--- src/rtl/compute_dispatch_controller.sv ---
// Dispatch controller for one compute module: pops bots from upstream on module
// requests, tags each issue, and totals the returned connected counts per batch.
module compute_dispatch_controller #(
    parameter int EXTRA_DATA_WIDTH = 14,
    parameter int REQUEST_LATENCY  = 3,
    parameter int BATCH_WIDTH      = 16,
    parameter int INFLIGHT_WIDTH   = 8
) (
    input  logic                        clk,
    input  logic                        rst,
    input  logic                        cmd_start,
    input  logic                        cmd_abort,
    input  logic [BATCH_WIDTH-1:0]      batch_size,
    input  logic                        bot_valid,
    input  logic [127:0]                bot_data,
    output logic                        bot_ready,
    input  logic                        requestGraph,
    output logic [127:0]                botIn,
    output logic                        start,
    output logic [EXTRA_DATA_WIDTH-1:0] extraDataIn,
    input  logic                        done,
    input  logic [5:0]                  resultCount,
    input  logic [EXTRA_DATA_WIDTH-1:0] extraDataOut,
    output logic                        result_valid,
    output logic [5:0]                  result_count,
    output logic [EXTRA_DATA_WIDTH-1:0] result_tag,
    output logic                        busy,
    output logic                        batch_done,
    output logic [BATCH_WIDTH+5:0]      batch_sum,
    output logic [BATCH_WIDTH-1:0]      batch_issued
);

    typedef enum logic [1:0] {S_IDLE, S_RUN, S_DRAIN, S_REPORT} state_t;

    state_t                      r_state;
    state_t                      w_state_next;
    logic                        w_issue;
    logic                        w_dec;
    logic                        w_pipe_busy;
    logic [BATCH_WIDTH-1:0]      w_issued_inc;
    logic [BATCH_WIDTH-1:0]      r_size;
    logic [BATCH_WIDTH-1:0]      r_issued;
    logic [EXTRA_DATA_WIDTH-1:0] r_tag;
    logic [INFLIGHT_WIDTH-1:0]   r_inflight;
    logic [BATCH_WIDTH+5:0]      r_sum;
    logic [REQUEST_LATENCY-1:0]  r_pipe_vld;
    logic [EXTRA_DATA_WIDTH-1:0] r_pipe_tag  [REQUEST_LATENCY];
    logic [127:0]                r_pipe_data [REQUEST_LATENCY];
    logic                        r_result_valid;
    logic [5:0]                  r_result_count;
    logic [EXTRA_DATA_WIDTH-1:0] r_result_tag;
    logic                        r_batch_done;
    logic [BATCH_WIDTH+5:0]      r_batch_sum;
    logic [BATCH_WIDTH-1:0]      r_batch_issued;

    assign w_issued_inc = r_issued + BATCH_WIDTH'(1);
    assign w_pipe_busy  = |r_pipe_vld;
    assign w_dec        = done && (r_inflight != '0);

    always_ff @(posedge clk) begin
        if (!rst) begin
            r_state <= S_IDLE;
        end else begin
            r_state <= w_state_next;
        end
    end

    always_comb begin
        w_state_next = r_state;
        case (r_state)
            S_IDLE:   if (cmd_start) w_state_next = (batch_size == '0) ? S_REPORT : S_RUN;
            S_RUN:    if (cmd_abort || (w_issue && (w_issued_inc == r_size))) w_state_next = S_DRAIN;
            S_DRAIN:  if ((r_inflight == '0) && !w_pipe_busy) w_state_next = S_REPORT;
            S_REPORT: w_state_next = S_IDLE;
            default:  w_state_next = S_IDLE;
        endcase
    end

    // An abort in the same cycle suppresses the pop; the upstream bot stays put.
    always_comb begin
        w_issue = rst && requestGraph && bot_valid && (r_state == S_RUN)
                  && (r_issued < r_size) && !cmd_abort;
        busy    = (r_state != S_IDLE);
    end

    assign bot_ready = w_issue;

    always_ff @(posedge clk) begin
        if (!rst) begin
            r_size         <= '0;
            r_issued       <= '0;
            r_tag          <= '0;
            r_inflight     <= '0;
            r_sum          <= '0;
            r_pipe_vld     <= '0;
            r_result_valid <= 1'b0;
            r_result_count <= '0;
            r_result_tag   <= '0;
            r_batch_done   <= 1'b0;
            r_batch_sum    <= '0;
            r_batch_issued <= '0;
            for (int i = 0; i < REQUEST_LATENCY; i++) begin
                r_pipe_tag[i]  <= '0;
                r_pipe_data[i] <= '0;
            end
        end else begin
            if ((r_state == S_IDLE) && cmd_start) begin
                r_size         <= batch_size;
                r_issued       <= '0;
                r_tag          <= '0;
                r_sum          <= '0;
                r_batch_sum    <= '0;
                r_batch_issued <= '0;
            end else begin
                if (w_issue) begin
                    r_issued <= w_issued_inc;
                    r_tag    <= r_tag + EXTRA_DATA_WIDTH'(1);
                end
                if (done) r_sum <= r_sum + {{BATCH_WIDTH{1'b0}}, resultCount};
            end

            case ({w_issue, w_dec})
                2'b10:   r_inflight <= r_inflight + INFLIGHT_WIDTH'(1);
                2'b01:   r_inflight <= r_inflight - INFLIGHT_WIDTH'(1);
                default: r_inflight <= r_inflight;
            endcase

            // Bubbles travel through the delay line with start=0 so slot timing is kept.
            r_pipe_vld[0]  <= w_issue;
            r_pipe_tag[0]  <= r_tag;
            r_pipe_data[0] <= bot_data;
            for (int i = 1; i < REQUEST_LATENCY; i++) begin
                r_pipe_vld[i]  <= r_pipe_vld[i-1];
                r_pipe_tag[i]  <= r_pipe_tag[i-1];
                r_pipe_data[i] <= r_pipe_data[i-1];
            end

            r_result_valid <= done;
            r_result_count <= resultCount;
            r_result_tag   <= extraDataOut;

            r_batch_done <= (r_state == S_REPORT);
            if (r_state == S_REPORT) begin
                r_batch_sum    <= r_sum;
                r_batch_issued <= r_issued;
            end
        end
    end

    assign start        = r_pipe_vld[REQUEST_LATENCY-1];
    assign extraDataIn  = r_pipe_tag[REQUEST_LATENCY-1];
    assign botIn        = r_pipe_data[REQUEST_LATENCY-1];
    assign result_valid = r_result_valid;
    assign result_count = r_result_count;
    assign result_tag   = r_result_tag;
    assign batch_done   = r_batch_done;
    assign batch_sum    = r_batch_sum;
    assign batch_issued = r_batch_issued;

endmodule

--- config.mk ---
export PLATFORM = sky130hd
export DESIGN_NAME = compute_dispatch_controller
export DESIGN_NICKNAME = d
export VERILOG_FILES = /design/src/rtl/compute_dispatch_controller.sv
export SDC_FILE = /design/constraint.sdc
export NUM_CORES = 1
export LEC_CHECK = 0
export ABC_AREA = 1
export CORE_UTILIZATION = 45
export DETAILED_ROUTE_END_ITERATION = 10
export PLACE_DENSITY = 0.82
export REMOVE_ABC_BUFFERS = 1
export SYNTH_ARGS = -nofsm -noshare
export SYNTH_HDL_FRONTEND = slang
export SYNTH_SLANG_ARGS = --single-unit
--- constraint.sdc ---
create_clock -name clk -period 4.19 [get_ports clk]
set_clock_uncertainty 0.05 [all_clocks]
set_input_delay 0.838 -clock clk [delete_from_list [all_inputs] [get_ports clk]]
set_output_delay 0.838 -clock clk [all_outputs]
set_load 0.005 [all_outputs]
* Yosys cells after proc, flatten, opt, wreduce, memory -nomap -nowiden
Memory sizes are Yosys's and may differ from the RTL's.
Index checks and enable logic that the tools add are counted.
** Storage, ports and cells
- Register bits after elaboration :: 141
- Bits in latches :: 0
- Memory bits (writable) :: 426
- ROM bits :: 0
- Input bits :: 171
- Output and inout bits :: 205
- Logic and storage cells :: 77
- Memories kept :: 2
** Memory list
- r_pipe_data :: words 3, width 128, read ports 3, clocked after memory_dff 0, wr ports 3, RTL line 48 : logic [127:0] r_pipe_data [REQUEST_LATENCY];
- r_pipe_tag :: words 3, width 14, read ports 3, clocked after memory_dff 0, wr ports 3, RTL line 47 : logic [EXTRA_DATA_WIDTH-1:0] r_pipe_tag [REQUEST_LATENCY];
** Operators by class
- Add/subtract/negate cells :: 5
- $mul :: 0
- Divide/modulo/power cells :: 0
- $lt $le $gt $ge :: 1
- Eq/ne operators :: 9
- Shift operators :: 0
- Muxes and demuxes :: 18
- Bitwise operators :: 7
- Reductions and logical operators :: 22
** Operators with widths (number)
- two-way mux 128 bit :: 3
- two-way mux 22 bit :: 2
- two-way mux 14 bit :: 3
- two-way mux 16 bit :: 2
- adder 22 x 6 -> 22 bit :: 1
- adder 16 x 1 -> 16 bit, second input constant :: 1
- equality test 16 bit :: 1
- logical NOT 16 bit :: 1
- less-than comparator 16 bit :: 1
- one-hot mux 8 bit (2 select lines) :: 1
- adder 14 x 1 -> 14 bit, second input constant :: 1
- logical AND 1 bit :: 9
- adder 8 x 1 -> 8 bit, second input constant :: 1
- logical NOT 8 bit :: 1
- two-way mux 2 bit :: 4
- one-hot mux 2 bit (4 select lines) :: 1
- nonzero test 8 bit :: 1
- subtractor 8 x 1 -> 8 bit, second input constant :: 1
- equality test 2 bit, second input constant :: 3
- inequality test 2 bit, second input constant :: 3
- OR 1 bit :: 6
- nonzero test 2 bit :: 3
- equality test 2 x 1 -> 1 bit, second input constant :: 2
- AND reduction 3 bit :: 1
- 7 further kinds :: 9

* Depth between registers and ports, before layout
Gate-level depths: netlist of the first run.
- Depth after elaboration :: 9
- Gate-level depth with buffers :: 25
- Mapped depth without buffers :: 24

* Worst setup path before layout of the first run
No wires, ideal clock.
- Path kind :: register to register
- Start point :: reg r_size[11]
- End point :: reg r_inflight[6]
- Setup time :: 0.115 ns
- Data arrival time :: 3.017 ns
- Required time :: 4.025 ns
- Slack :: 1.008 ns
- Cell stages (with the launch flop) :: 19
- Buffers on the path :: 1
- Period minus slack after synthesis :: 3.182 ns
- Cell sequence :: dfxtp_1 -> inv_1 -> ha_1 -> nand2_1 -> inv_1 -> nand3_1 -> nor3_1 -> nand2_1 -> nand4_2 -> clkbuf_1 -> ha_1 -> inv_1 -> fa_1 -> o21ai_0 -> a21oi_1 -> o21ai_0 -> xor2_1 -> o21ai_0 -> inv_1
** On the way
- Cells in the longest elaborated chain, start to end :: 5
- Elaborated cells between the ends (all ways) :: 7
- Classes of those cells :: 1 x order compare; 2 x eq/ne; 1 x mux; 3 x reduce/logical
** Ends and longest elaborated chain
- start: declaration :: RTL line 41 : logic [BATCH_WIDTH-1:0] r_size;
- start signal: assignment :: RTL line 108 : r_size <= batch_size;
- less-than comparator 16 bit * :: RTL line 82 : && (r_issued < r_size) && !cmd_abort;
- logical AND 1 bit * (2 in series) :: RTL line 82
- equality test 2 x 1 -> 1 bit / equality test 2 bit (equally long branches) :: RTL line 122 : case ({w_issue, w_dec})
- one-hot mux 8 bit (2 select lines) / nonzero test 2 bit (equally long branches)
- end signal: assignment :: RTL line 123 : 2'b10: r_inflight <= r_inflight + INFLIGHT_WIDTH'(1);
- end signal: assignment :: RTL line 124 : 2'b01: r_inflight <= r_inflight - INFLIGHT_WIDTH'(1);
- end signal: assignment :: RTL line 125 : default: r_inflight <= r_inflight;
- end: declaration :: RTL line 44 : logic [INFLIGHT_WIDTH-1:0] r_inflight;
Mark *: on every way between the ends. The rest lies on a longest branch, timed or not.
A chain may end at the register's enable or synchronous reset.

* Final worst setup path of the first run
- Start point :: reg r_issued[3]
- End point :: out bot_ready
** On the way
- Cells in the longest elaborated chain, start to end :: 3
** Ends and longest elaborated chain
- start: declaration :: RTL line 42 : logic [BATCH_WIDTH-1:0] r_issued;
- start signal: assignment :: RTL line 116 : r_issued <= w_issued_inc;
- less-than comparator 16 bit :: RTL line 82
- logical AND 1 bit (2 in series) :: RTL line 82
- end: declaration :: RTL line 16 : output logic bot_ready,
Every way passes these cells.

==> impl_metrics.py, run 1 <==
metrics = {
    "logic_synthesis": {
        "syn_inst": 2380,
        "muxShareOfSynthArea_pct": 0,
        "netlist_area_sq_mm": 0.0198,
        "synth_simple_gate_area_share_pct": 16.4,
        "async_reset_ff_share_pct": 0,
        "syn_area_per_cell_sq_um": 8.30,
        "synth_ff_type": "dfxtp_1",
        "synth.yosys.seq_area_share_pct": 57.5,
        "synthDistinctLibCells": 41,
        "ys_warn_count": 0,
        "synth-edff-count": 0,
        "synth_top_family_by_area": "buffers and inverters",
        "ys_ff_latch": 567,
        "synth_fa_ha_area_share_pct": 2.48,
        "synth-xor-area-share_pct": 0.824,
        "synth_compound_area_share_pct": 5.14,
    },
    "layout": {
        "area_delta_synth_final_pct": 26.7,
        "drive_gt1_share_pct": 5.54,
        "finalNetCount": 2816,
        "diodes": 0,
        "final_util_pct": 58.0,
    },
    "routing": {
        "wire_per_inst_um": 12.8,
        "drcViolationCount": 0,
        "finalWirelength_um": 41500,
        "vias": 14300,
        "first_iter_violations": 830,
        "dr.pass1.iters": 8,
        "detail-route-antenna-nets": 0,
        "via_per_inst": 4.40,
    },
    "clock_tree": {
        "cts-root-buf": "clkbuf_16",
        "cts_sinks": 567,
        "numCtsBuffers": 56,
        "clock_path_buffers": 3,
        "cts_setup_buffers": 0,
        "ctsResizeCount": 0,
        "clock_latency_ns": 0.62,
        "cts_tree": "done",
        "path_clk_slew_ns": 0.06,
        "hold_buffers": 0,
        "htree_levels": 2,
    },
    "timing": {
        "tightest_slew_ns": 1.05,
        "fin_crit_ns": 3.74,
        "rsz0062_at_grt": "false",
        "max_freq_mhz": 267,
        "setup_slack_ns": 0.451,
        "drv_slew": 0,
        "timing.slew.headroom_pct": 29.8,
        "finalHoldViolations": 0,
        "finalCritPeriodShare_pct": 89.2,
        "setup_viol": 0,
    },
    "pwr": {
        "p_sw_uw": 3140,
        "p_int_uw": 9430,
        "power_leakage_uw": 0.0132,
        "power_frac_comb_pct": 11.8,
        "pwr-share-clk_pct": 42.3,
        "irDropWorstVdd_mv": 0.320,
        "power.density_mw_per_mm2": 502,
        "p_seq_share_pct": 45.9,
        "sw_frac_of_total_pct": 25.0,
    },
    "die": {
        "core_area_sq_mm": 0.0432,
        "start_util_pct": 45.8,
        "die_area_sq_mm": 0.0447,
        "rows": 76,
        "die_w_um": 212,
        "fp.dieH_um": 212,
        "pin_count": 376,
    },
    "placement": {
        "preCtsSetupSlack_ns": 0.520,
        "gp_congestion": 0.850,
        "hpwlAfterDp_um": 28700,
        "io_buffers": 375,
    },
    "worst_setup_path": {
        "r2r_start": "r_issued[3]",
        "required_ns": 3.30,
        "end_kind": "output port",
        "cp_max_fo": 26,
        "r2r-end": "r_inflight[7]",
        "worstSetupStartpointType": "flop",
        "cp_data_arrival_time_ns": 2.85,
        "r2r_cells": 20,
        "crit_type": "reg2out",
        "r2r_slack_ns": 0.85,
    },
    "global_routing": {
        "grt_pass1_wl_um": 64900,
        "grt_pass1_vias": 13900,
        "grt_antenna_before_repair": 0,
        "grt_max_degree": 244,
        "grtUsageTotal_pct": 17.9,
        "overflow": 0,
    },
    "worst_hold_path": {
        "min_path_type": "reg2reg",
        "whs_path_depth": 2,
        "min_to": "r_pipe_data[0][328]",
        "hold_start": "r_pipe_data[0][200]",
    },
    "flow_run": {
        "drv_cap": 0,
    },
    "run_status": {
        "outcome": "finished, final reports clean",
    },
}
critical path, stage by stage, from the launching register on:
cell and delay (ns):
dfxtp_1 0.44, ha_1 0.30, a21oi_1 0.22, nand2_1 0.10, nand2_1 0.07, nand2_1 0.05, nand2_1 0.06, nand4_2 0.14
buf_4 0.28, inv_2 0.09, clkdlybuf4s50_1 0.49
cell usage after synthesis, types with 2 or more instances:
master,number,area [sq um]
nand4_1,17,106
nor4_1,6,37.5
nor2_2,7,43.8
inv_1,562,2110
buf_2,3,15.0
o21ai_2,2,17.5
xnor2_1,2,17.5
buf_4,142,1070
nand2_1,586,2200
clkbuf_1,70,263
or2_0,2,12.5
o21ai_0,83,415
a31oi_1,3,18.8
buf_1,4,15.0
nand3_1,80,400
ha_1,36,450
fa_1,2,40.0
nand2_2,6,37.5
inv_2,3,11.3
xor2_1,14,123
nor3_1,16,80.1
nor2_1,55,206
a211oi_1,2,15.0
dfxtp_1,567,11400
o21a_1,3,22.5
a21oi_1,80,400
a32o_1,8,80.1
nand3_2,2,20.0
nor2_4,5,56.3
sequential cells by signal, indices dropped and copies added, names as in the netlist:
register / cells
result_valid: 1
result_tag: 14
r_pipe_tag: 42
r_state: 2
batch_sum: 22
r_issued: 16
r_sum: 22
batch_issued: 16
batch_done: 1
r_tag: 14
r_size: 16
r_inflight: 8
r_pipe_vld: 3
result_count: 6
r_pipe_data: 384
routing by layer:
layer | up-vias | share of wire (%) | track usage, %
met1 | 6507 | 42 | 20.7
met5 | - | 0 | 0
met4 | 0 | 3.1 | 8.00
met3 | 90 | 5.2 | 3.01
met2 | 382 | 50 | 32.3
li1 | 7291 | - | -
cells in the final DEF (no fill, tap or decap), types with 3 or more instances in the layout:
| cell | n |
|---|---|
| nand4_1 | 17 |
| a21oi_1 | 80 |
| nand2_1 | 586 |
| inv_6 | 3 |
| dfxtp_1 | 567 |
| nor2_2 | 7 |
| inv_2 | 3 |
| clkinv_2 | 11 |
| clkbuf_16 | 56 |
| nor2_4 | 6 |
| clkbuf_1 | 5 |
| ha_1 | 36 |
| nand2_2 | 6 |
| clkinv_4 | 5 |
| a32o_1 | 8 |
| xor2_1 | 14 |
| nor3_1 | 16 |
| buf_4 | 12 |
| clkbuf_8 | 9 |
| clkdlybuf4s50_1 | 374 |
| bufinv_16 | 8 |
| o21ai_0 | 83 |
| nor4_1 | 6 |
| o21a_1 | 3 |
| nor2_1 | 54 |
| clkinvlp_4 | 6 |
| a31oi_1 | 3 |
| inv_1 | 562 |
| nand3_1 | 80 |
power groups by stage:
stage               clock network (uW)  logic (uW)  registers, uW
CTS                               5460        1480           5770
global route                      5680        1650           5790
detailed placement                   0        1460           5890
finish                            5320        1480           5770
floorplan                            0         832           5870
global placement                     0        1410           5880
logic make-up (layout without fill, tap and decap cells):
| group | after synthesis | after routing |
|---|---|---|
| buffers and inverters | 785 | 1060 |
| flip-flops | 567 | 567 |
| AND/OR/NAND/NOR | 787 | 787 |
| adder cells (fa/ha/maj) | 38 | 38 |
| AO/OA/AOI/OAI | 186 | 186 |
| XOR/XNOR | 17 | 17 |
worst max path at each step:
stage	startpoint	to	slack, ns	cells past startpoint
after global routing	r_issued[3]	bot_ready	0.31	10
final	r_issued[3]	bot_ready	0.45	10
after global placement	bot_valid	r_inflight[7]	0.52	17
after CTS	r_issued[7]	bot_ready	0.43	9
after floorplan	cmd_start	r_sum[7]	-0.003	6
after detailed placement	bot_valid	r_inflight[7]	0.52	17
area by class of cell:
class	count	area (sq um)
fill	3676	18100
sequential	567	11400
multi-input combinational	1028	4920
timing repair buffer	388	3870
inverter	566	2120
clock buffer	70	1540
tap	585	732
clock inverter	36	482
metrics by stage:
stage                      TNS, ns  total power (uW)  instance area (sq um)  cells  hold slack [ns]
after global placement           0              7280                  23000   3134            0.342
final                            0             12600                  25000   3240            0.332
after CTS                        0             12700                  25000   3240            0.327
after detailed placement         0              7350                  23000   3134            0.345
after global routing             0             13100                  25000   3240            0.349
after floorplan           -0.00259              6700                  18400   2161            0.340
Note: power is estimated with default switching activity, not from simulation.
==> run 2, diff against run 1 <==
--- a/config.mk
+++ b/config.mk
@@ -7,6 +7,7 @@
 export LEC_CHECK = 0
 export ABC_AREA = 1
 export CORE_UTILIZATION = 45
+export CTS_CLUSTER_DIAMETER = 40
 export DETAILED_ROUTE_END_ITERATION = 10
 export PLACE_DENSITY = 0.82
 export REMOVE_ABC_BUFFERS = 1
==> impl_metrics.py, run 2 (synthesis gave the netlist of run 1 again) <==
metrics = {
    "die": {
        "rows": 76,
        "die_area_sq_mm": 0.0447,
        "pin_count": 376,
        "core_area_sq_mm": 0.0432,
        "fp.dieH_um": 212,
        "die_w_um": 212,
        "start_util_pct": 45.8,
    },
    "pwr": {
        "power_leakage_uw": 0.0135,
        "irDropWorstVdd_mv": 0.280,
        "power.density_mw_per_mm2": 537,
        "finalPower_uw": 13800,
    },
    "worst_setup_path": {
        "worstSetupStartpointType": "flop",
        "r2r_slack_ns": 0.85,
        "r2r_cells": 20,
        "crit_top_cell": "nand2_1",
        "slowest_delay_ns": 0.49,
        "crit_end": "bot_ready",
        "end_kind": "output port",
        "cp_max_fo": 26,
        "path_cells": "ha_1 -> a21oi_1 -> nand2_1 -> nand2_1 -> nand2_1 -> nand2_1 -> nand4_2 -> buf_4 -> inv_2 -> clkdlybuf4s50_1",
        "crit_type": "reg2out",
        "r2r-end": "r_inflight[7]",
        "crit_slowest_cell": "clkdlybuf4s50_1",
        "r2r_start": "r_issued[3]",
        "required_ns": 3.30,
        "cp_data_arrival_time_ns": 2.83,
        "startpoint": "r_issued[3]",
    },
    "timing": {
        "rsz0062_at_grt": "false",
        "tightest_slew_ns": 1.03,
        "fin_crit_ns": 3.72,
        "finalCritPeriodShare_pct": 88.7,
        "timing.slew.headroom_pct": 31.2,
        "drv_slew": 0,
        "max_freq_mhz": 269,
        "finalSetupTns_ns": 0,
        "finalHoldViolations": 0,
        "hold_ws_ns": 0.345,
        "setup_viol": 0,
    },
    "routing": {
        "wire_per_inst_um": 12.8,
        "first_iter_violations": 880,
        "finalWirelength_um": 41800,
        "drcViolationCount": 0,
        "via_per_inst": 4.43,
        "detail-route-antenna-nets": 0,
        "vias": 14500,
        "dr.pass1.iters": 6,
    },
    "global_routing": {
        "overflow": 0,
        "grt_max_degree": 244,
        "grt_pass1_vias": 14100,
        "grtUsageTotal_pct": 18.3,
        "grt_pass1_wl_um": 65800,
        "grt_antenna_before_repair": 0,
    },
    "clock_tree": {
        "cts-root-buf": "clkbuf_16",
        "path_clk_slew_ns": 0.06,
        "hold_buffers": 0,
        "cts_tree": "done",
        "numCtsBuffers": 78,
        "clock_path_buffers": 3,
        "cts_setup_buffers": 0,
        "clock_latency_ns": 0.59,
        "ctsResizeCount": 0,
        "cts_sinks": 567,
        "htree_levels": 3,
    },
    "layout": {
        "area_delta_synth_final_pct": 30.0,
        "reg_top3": "r_pipe_data: 384 flops, r_pipe_tag: 42 flops",
        "final_cell_mix": "586 x nand2_1, 567 x dfxtp_1, 562 x inv_1",
        "final_util_pct": 59.5,
        "design_area_sq_mm": 0.0257,
        "top_register": "r_pipe_data",
        "mostFrequentLayoutCell": "nand2_1",
        "largest_reg_flops": 384,
        "drive_gt1_share_pct": 6.84,
        "diodes": 0,
        "finalNetCount": 2838,
    },
    "run_status": {
        "outcome": "finished, final reports clean",
    },
    "placement": {
        "hpwlAfterDp_um": 28700,
        "io_buffers": 375,
        "dpl_cell_area_sq_mm": 0.0230,
        "gp_congestion": 0.850,
    },
    "worst_hold_path": {
        "min_path_type": "reg2reg",
    },
    "flow_run": {
        "drv_cap": 0,
    },
}
[run 2: critical path, delay by kind of cell, from the launching register on]
kind | cells | cell delay (ns)
buffers and inverters | 3 | 0.86
adder cells (fa/ha/maj) | 1 | 0.30
AO/OA/AOI/OAI | 1 | 0.22
flip-flops | 1 | 0.43
AND/OR/NAND/NOR | 5 | 0.43
[run 2: power by group]
group          switching (uW)  internal, uW
logic                     860           623
registers                 114          5660
clock network            2500          4040
[run 2: worst min path at each step]
stage                                   start             endpoint  slack [ns]  cells past startpoint
after floorplan             r_pipe_data[0][0]  r_pipe_data[0][128]        0.34                      2
after CTS                   r_pipe_tag[0][27]    r_pipe_tag[0][41]        0.34                      2
after global routing      r_pipe_data[0][125]  r_pipe_data[0][253]        0.36                      2
after global placement    r_pipe_data[0][231]  r_pipe_data[0][359]        0.34                      2
after detailed placement  r_pipe_data[0][186]  r_pipe_data[0][314]        0.35                      2
final                       r_pipe_tag[0][27]    r_pipe_tag[0][41]        0.34                      2
[run 2: stage by stage]
stage                     instances  setup WS (ns)
after floorplan                2161       -0.00259
after global placement         3134          0.517
after detailed placement       3134          0.520
after CTS                      3277          0.454
after global routing           3277          0.316
final                          3277          0.473
[run 2: cell type report]
| cell class | count | area (sq um) |
|---|---|---|
| fillers | 3622 | 17500 |
| clock buffers | 91 | 2130 |
| well taps | 585 | 732 |
| flip-flops and latches | 567 | 11400 |
| clock inverters | 52 | 548 |
| inverters | 566 | 2120 |
| multi-input cells | 1028 | 4920 |
| repair buffers | 388 | 3870 |
[run 2: metal layers]
metal	vias to the layer above	wire length [um]	global-route usage (%)
met4	0	1220	8.25
met1	6635	16900	20.6
met3	98	2540	4.02
met2	426	21200	32.7
li1	7360	-	-
met5	-	0	0
